## src/rtl/afifo_rd_stream_adapter_if.sv

```systemverilog
// rtl/afifo_rd_stream_adapter_if.sv - FIFO read port plus valid/ready output stream bundle
// master = adapter side, slave = FIFO/downstream side.
interface afifo_rd_stream_adapter_if #(
    parameter int DATA_WIDTH = 32
);
    logic                  rempty;
    logic [DATA_WIDTH-1:0] rdata;
    logic                  rinc;
    logic                  m_valid;
    logic [DATA_WIDTH-1:0] m_data;
    logic                  m_ready;

    modport master (
        input  rempty,
        input  rdata,
        input  m_ready,
        output rinc,
        output m_valid,
        output m_data
    );

    modport slave (
        output rempty,
        output rdata,
        output m_ready,
        input  rinc,
        input  m_valid,
        input  m_data
    );
endinterface

```

## src/rtl/afifo_rd_stream_adapter.sv

```systemverilog
// rtl/afifo_rd_stream_adapter.sv - async FIFO read-side pop into a 2-entry valid/ready skid buffer
// Optional statistics counters enabled by AFIFO_RD_STAT_EN.
module afifo_rd_stream_adapter #(
    parameter int DATA_WIDTH = 32,
    parameter int STAT_WIDTH = 16
) (
    input  logic                          rclk,
    input  logic                          rrst_n,
    afifo_rd_stream_adapter_if.master     bus
`ifdef AFIFO_RD_STAT_EN
    ,
    output logic [STAT_WIDTH-1:0]         rd_count,
    output logic [STAT_WIDTH-1:0]         stall_count
`endif
);

    typedef enum logic [1:0] {
        ST_EMPTY = 2'd0,
        ST_ONE   = 2'd1,
        ST_FULL  = 2'd2
    } state_t;

    state_t                r_state;
    state_t                w_state_nxt;
    logic [DATA_WIDTH-1:0] r_head;
    logic [DATA_WIDTH-1:0] r_tail;
    logic [DATA_WIDTH-1:0] w_head_nxt;
    logic [DATA_WIDTH-1:0] w_tail_nxt;
    logic                  w_rinc;
    logic                  w_pop;

    // Pop strobe depends only on registered occupancy and rempty, so m_ready
    // never has a combinational path to the FIFO.
    assign w_rinc      = rrst_n & ~bus.rempty & (r_state != ST_FULL);
    assign w_pop       = bus.m_valid & bus.m_ready;
    assign bus.rinc    = w_rinc;
    assign bus.m_valid = (r_state != ST_EMPTY);
    assign bus.m_data  = r_head;

    always_ff @(posedge rclk or negedge rrst_n) begin
        if (!rrst_n) begin
            r_state <= ST_EMPTY;
            r_head  <= '0;
            r_tail  <= '0;
        end else begin
            r_state <= w_state_nxt;
            r_head  <= w_head_nxt;
            r_tail  <= w_tail_nxt;
        end
    end

    always_comb begin
        w_state_nxt = r_state;
        w_head_nxt  = r_head;
        w_tail_nxt  = r_tail;
        case (r_state)
            ST_EMPTY: begin
                if (w_rinc) begin
                    w_state_nxt = ST_ONE;
                    w_head_nxt  = bus.rdata;
                end
            end
            ST_ONE: begin
                case ({w_rinc, w_pop})
                    2'b10: begin
                        w_state_nxt = ST_FULL;
                        w_tail_nxt  = bus.rdata;
                    end
                    2'b01: w_state_nxt = ST_EMPTY;
                    2'b11: w_head_nxt  = bus.rdata;
                    default: ;
                endcase
            end
            ST_FULL: begin
                if (w_pop) begin
                    w_state_nxt = ST_ONE;
                    w_head_nxt  = r_tail;
                end
            end
            default: w_state_nxt = ST_EMPTY;
        endcase
    end

`ifdef AFIFO_RD_STAT_EN
    logic [STAT_WIDTH-1:0] r_rd_count;
    logic [STAT_WIDTH-1:0] r_stall_count;

    always_ff @(posedge rclk or negedge rrst_n) begin
        if (!rrst_n) begin
            r_rd_count    <= '0;
            r_stall_count <= '0;
        end else begin
            if (w_pop) begin
                r_rd_count <= r_rd_count + 1'b1;
            end
            if ((r_state != ST_FULL) && bus.rempty) begin
                r_stall_count <= r_stall_count + 1'b1;
            end
        end
    end

    assign rd_count    = r_rd_count;
    assign stall_count = r_stall_count;
`else
    if (STAT_WIDTH < 1) begin : g_stat_width_invalid
    end
`endif

endmodule
```

## src/flat_wrapper.sv

```systemverilog
// flat-port wrapper written by rule: the top's interface ports become plain ports
module afifo_rd_stream_adapter_flat 
#(
    parameter int DATA_WIDTH = 32,
    parameter int STAT_WIDTH = 16
)
  (rclk, rrst_n, bus_rempty, bus_rdata, bus_m_ready, bus_rinc, bus_m_valid, bus_m_data);
  afifo_rd_stream_adapter_if #(.DATA_WIDTH(DATA_WIDTH)) bus_i ();
  input  logic rclk;
  input  logic rrst_n;
  input wire logic [$bits(bus_i.rempty)-1:0] bus_rempty;
  input wire logic [$bits(bus_i.rdata)-1:0] bus_rdata;
  input wire logic [$bits(bus_i.m_ready)-1:0] bus_m_ready;
  output wire logic [$bits(bus_i.rinc)-1:0] bus_rinc;
  output wire logic [$bits(bus_i.m_valid)-1:0] bus_m_valid;
  output wire logic [$bits(bus_i.m_data)-1:0] bus_m_data;
  assign bus_i.rempty = bus_rempty;
  assign bus_i.rdata = bus_rdata;
  assign bus_i.m_ready = bus_m_ready;
  assign bus_rinc = bus_i.rinc;
  assign bus_m_valid = bus_i.m_valid;
  assign bus_m_data = bus_i.m_data;
  afifo_rd_stream_adapter #(.DATA_WIDTH(DATA_WIDTH), .STAT_WIDTH(STAT_WIDTH)) u_core (.rclk(rclk), .rrst_n(rrst_n), .bus(bus_i));
endmodule
```

## config.mk

```make
export PLATFORM = sky130hd
export DESIGN_NAME = afifo_rd_stream_adapter_flat
export DESIGN_NICKNAME = d
export VERILOG_FILES = /design/src/rtl/afifo_rd_stream_adapter_if.sv /design/src/rtl/afifo_rd_stream_adapter.sv /design/src/flat_wrapper.sv
export SDC_FILE = /design/constraint.sdc
export NUM_CORES = 1
export LEC_CHECK = 0
export ABC_AREA = 1
export BUFFER_PORTS_ARGS = -buffer_cell sky130_fd_sc_hd__buf_2
export CORE_MARGIN = 10
export CORE_UTILIZATION = 55
export DETAILED_ROUTE_END_ITERATION = 10
export GPL_TIMING_DRIVEN = 1
export PLACE_DENSITY = 0.86
export SYNTH_ARGS = -nofsm -noshare
export SYNTH_HDL_FRONTEND = slang
export SYNTH_SLANG_ARGS = --single-unit
```

## constraint.sdc

```tcl
create_clock -name rclk -period 2.7 [get_ports rclk]
set_input_delay 0.405 -clock rclk [delete_from_list [all_inputs] [get_ports rclk]]
set_output_delay 0.405 -clock rclk [all_outputs]
set_load 0.01 [all_outputs]
```

* Yosys cells after proc, flatten, opt, wreduce, memory -nomap -nowiden *
Cells that the tools add are included.

operators by class
  equal/unequal tests = 10
  multiplexer cells = 8
  bitwise operators = 4
  reduce and logical (&&, ||, !) cells = 6

operators by type and width
  kind                  number
  $mux W32              3
  $pmux W32 S3          1
  $eq A2 B2 Y1 const B  3
  $pmux W2 S3           1
  $eq A2 B1 Y1 const B  2
  $mux W2               2
  $ne A2 B1 Y1 const B  2
  $ne A2 B2 Y1 const B  2
  $pmux W2 S2           1
  $reduce_and A4 Y1     1
  $and A1 B1 Y1         3
  $ne A3 B2 Y1 const B  1
  $reduce_and A3 Y1     1
  $reduce_bool A3 Y1    1
  $logic_not A2 Y1      1
  $reduce_and A2 Y1     1
  $reduce_bool A2 Y1    1
  $not A1 Y1            1

storage, ports and cells
  flip-flop bits (word level) = 66
  input port bits = 36
  word-level logic and storage cells = 31

* Depth between registers and ports, before layout *
  depth after elaboration = 6
  depth in mapped cells = 8
  gate-level depth less buffers = 6

* Worst setup path before layout *
OpenSTA, ideal clock, no wires.

  path type = flip-flop to output port
  start point = register u_core.r_state[1]
  end point = output port bus_rinc
  arrival = 0.860 ns
  setup slack = 1.435 ns
  cell stages (with the launch flop) = 4
  buffers on the path = 2
  cell sequence = dfrtp_1 -> buf_6 -> buf_2 -> a21oi_1

on the way
  longest elaborated chain between the ends = 2

ends and longest elaborated chain
  what                    RTL line                       text
  from (decl)             afifo_rd_stream_adapter.sv:23  state_t r_state;
  from (signal assigned)  afifo_rd_stream_adapter.sv:46  r_state <= w_state_nxt;
  $ne A2 B2 Y1            afifo_rd_stream_adapter.sv:34  assign w_rinc = rrst_n & ~bus.rempty & (r_state != ST_FULL);
  $and A1 B1 Y1           afifo_rd_stream_adapter.sv:34
  to (decl)               flat_wrapper.sv:14             output wire logic [$bits(bus_i.rinc)-1:0] bus_rinc;

Every way passes these cells.

* Worst setup path in the final report *
  start point = register u_core.r_state[1]
  end point = register u_core.r_head[27] (netlist: u_core.bus.m_data[27])

on the way
  longest elaborated chain between the ends = 5

ends and longest elaborated chain
  what                                                       RTL line                                                      text
  $ne A2 B2 Y1 / $reduce_bool A2 Y1 (equally long branches)  afifo_rd_stream_adapter.sv:34, afifo_rd_stream_adapter.sv:37
  $and A1 B1 Y1, on equally long branches                    afifo_rd_stream_adapter.sv:34, afifo_rd_stream_adapter.sv:35
  $eq A2 B2 Y1                                               afifo_rd_stream_adapter.sv:64                                 case ({w_rinc, w_pop})
  $ne A2 B2 Y1 (no source line)                              n/a
  $reduce_and A4 Y1 (no source line)                         n/a
  to (signal assigned)                                       afifo_rd_stream_adapter.sv:47                                 r_head <= w_head_nxt;
  to (decl)                                                  afifo_rd_stream_adapter.sv:25                                 logic [DATA_WIDTH-1:0] r_head;

Parallel ways exist; a longest one is shown, timed or not.
A chain may end at the register's enable or synchronous reset.

==> summary.md <==
| Metric | Value |
|---|---|
| CP Class | `reg -> reg` |
| P per Cell Area | `1135 nW/µm²` |
| Wire per inst | `15.45 µm` |
| Initial antenna violation count | `0` |
| Fillers | `slightly below 500` |
| Die Ht | `between 90 and 100 µm` |
| Final hold slack | `between 0.2 and 0.3 ns` |
| CTS clk-pin slew, worst paths | `about 0.070 ns` |
| Pleak | `2.115 nW` |
| Starting Density | `56.68%` |
| Distinct cells, synth | `14` |
| CTS tree | `built` |
| Worst EP arrival | `between 2 and 2.5 ns` |
| Cell area after synthesis | `between 3000 and 4000 µm²` |
| Via Count | `2,914` |
| Setup crit end kind | `flop` |
| Setup Skew | `a little over 0.008 ns` |
| First-iteration detailed-routing DRC count | `about 430` |
| GPL Wtd Cong | `about 0.86` |
| Final Max Tran Viols | `0` |
| Routed vias/inst | `roughly 5.4` |
| Die area | `~9000 µm²` |
| Fraction of layout cells with a size suffix above 1 | `21.55%` |
| Mapped Avg Cell Area | `7.851 µm²` |
| DP Wirelength | `roughly 5.3 mm` |
| CP max FO | `33` |
| RSZ-0062 raised after global routing | `false` |
| Post-route ant nets | `0` |
| Max Root-Sink Buffers | `2` |
| Placeable Area | `about 5500 µm²` |
| Antenna fix cells | `0` |
| Max_cap viols | `0` |
| Final setup violation count | `0` |
| Fin. Hold Viols | `0` |
| Global-route wire length before repair | `between 10 and 15 mm` |
| Worst hold path type | `in -> async` |
| CTS sink cnt | `66` |
| Largest net degree at the start of global routing | `67` |
| Vias in the first global route | `approximately 2.9k` |
| Setup Fix Bufs, Post-CTS | `0` |
| Gate Count Post-Synth | `400` |
| Critical-path cell list | `nand2_2 > nand2_4 > nand2_2 > nand2_1 > nand2_1` |
| IO Port Bufs | `slightly below 70` |
| Most common cell after layout, fill and taps aside | `nand2_1` |
| Worst slew margin relative to its limit | `45.07%` |
| Clock insertion delay at the later pin of the skew report | `around 0.34 ns` |
| Synth Register Bits | `66` |
| Min Clock Period, post-route | `roughly 2.2 ns` |
| Period utilization | `between 80 and 90%` |
| TritonRoute pass-1 iters | `4` |
| Layout area overhead | `16.41%` |
| R2R setup slack | `between 0.4 and 0.5 ns` |
| Fin Setup TNS | `0 ns` |
| Required time worst endpoint | `about 2.9 ns` |
| Post-synthesis sequential area ratio | `52.59%` |
| Hold-fix buffers, CTS | `0` |
| CTS Buf Count | `9` |
| Die Wd | `between 90 and 100 µm` |
| Nets | `495` |
| All-Layer GR Usage | `approximately a fifth` |
| CP max stage cell | `dfrtp_1` |
| Most frequent cells in the layout | `nand2_1, nand3_1, buf_2` |
| # DRC | `0` |
| Status | `finished clean` |
| Worst slew pin tran | `0.8239 ns` |
| Net count after synthesis | `436` |
| Grt total ovfl | `0` |
| Maximum vdd drop | `around 0.77 mV` |
| Critical Path Max Stage Delay | `~0.80 ns` |
| FP Rows | `27` |
| Fmax achieved | `~0.45 GHz` |
| H-tree depth | `3` |
| Routed WL | `8.281 mm` |
| Post-cts sizing count | `0` |
| Num ports | `70` |
| Crit start category | `flop` |
| Clock root cell | `clkbuf_8` |
| Synth warnings | `0` |
[logic make-up (layout without fill, tap and decap cells)]
| family | after synthesis | count (layout) | synth area share (%) |
|---|---|---|---|
| buffers and inverters | 33 | 97 | 6.175 |
| AO/OA/AOI/OAI | 2 | 2 | 0.3187 |
| AND/OR/NAND/NOR | 299 | 299 | 40.92 |
| flip-flops | 66 | 66 | 52.59 |
[cells in the mapped netlist]
cell type,instances,share of area (%)
inv_4,1,0.20
a21oi_1,2,0.32
inv_2,2,0.24
nand2_4,1,0.36
buf_6,4,1.4
inv_1,2,0.24
nand3_1,97,15
nand2_2,5,1.0
buf_2,21,3.3
nand2_1,194,23
nor2_4,1,0.36
buf_4,3,0.72
nand3_4,1,0.56
dfrtp_1,66,53
[power breakdown]
group / internal (mW) / switching, mW
clock network: 0.477 / 0.364
logic: 0.534 / 1.03
registers: 1.46 / 0.286
total: 2.47 / 1.68
[path summary, 6_finish.rpt]
| path | start | to | cells past startpoint |
|---|---|---|---|
| setup reg to reg | u_core.r_state[1] | u_core.bus.m_data[27] | 5 |
| hold reg to reg | u_core.bus.m_data[4] | u_core.bus.m_data[4] | 2 |
| max in group asynchronous | rrst_n | u_core.bus.m_data[20] | 2 |
| min in group rclk | bus_rdata[10] | u_core.r_tail[10] | 3 |
| setup / recovery | u_core.r_state[1] | u_core.bus.m_data[27] | 5 |
| hold / removal | rrst_n | u_core.bus.m_data[22] | 2 |
[area by class of cell]
class,count,area [µm²],area share [%]
multi-input combinational,301,1295,35.42
timing repair buffer,76,400.4,10.95
clock inverter,2,35.03,0.9582
inverter,5,21.27,0.5818
sequential,66,1652,45.17
tap,72,90.09,2.464
clock buffer,14,162.7,4.449
[worst max-delay path: cells and delay by family (launching register included)]
kind          cells  cell delay [ns]
simple gates      5             1.28
flops             1             0.80
[registers in the layout, summed over array words and instances (netlist names)]
register / count
u_core.bus.m_data: 32
u_core.r_tail: 32
u_core.r_state: 2
[stage by stage]
stage	setup WS (ns)	utilization [%]	total power [mW]	area, µm²	cells
floorplan	1.435	-	2.781	3141	400
global placement	0.6658	62.42	3.248	3458	520
finish	0.4801	65.99	4.148	3656	536
CTS	0.4907	65.99	4.170	3656	536
global route	0.3437	65.99	4.460	3656	536
detailed placement	0.5513	62.42	3.325	3458	520
[metal layers]
layer  vias to the layer above  wire length, µm  track usage [%]
met5                         -                0                0
met4                         0               91            6.757
met3                        12              746            5.106
met2                       126             3990            30.47
met1                      1381             3452            23.51
li1                       1395                -                -
Power figures use the tool's default switching activity.
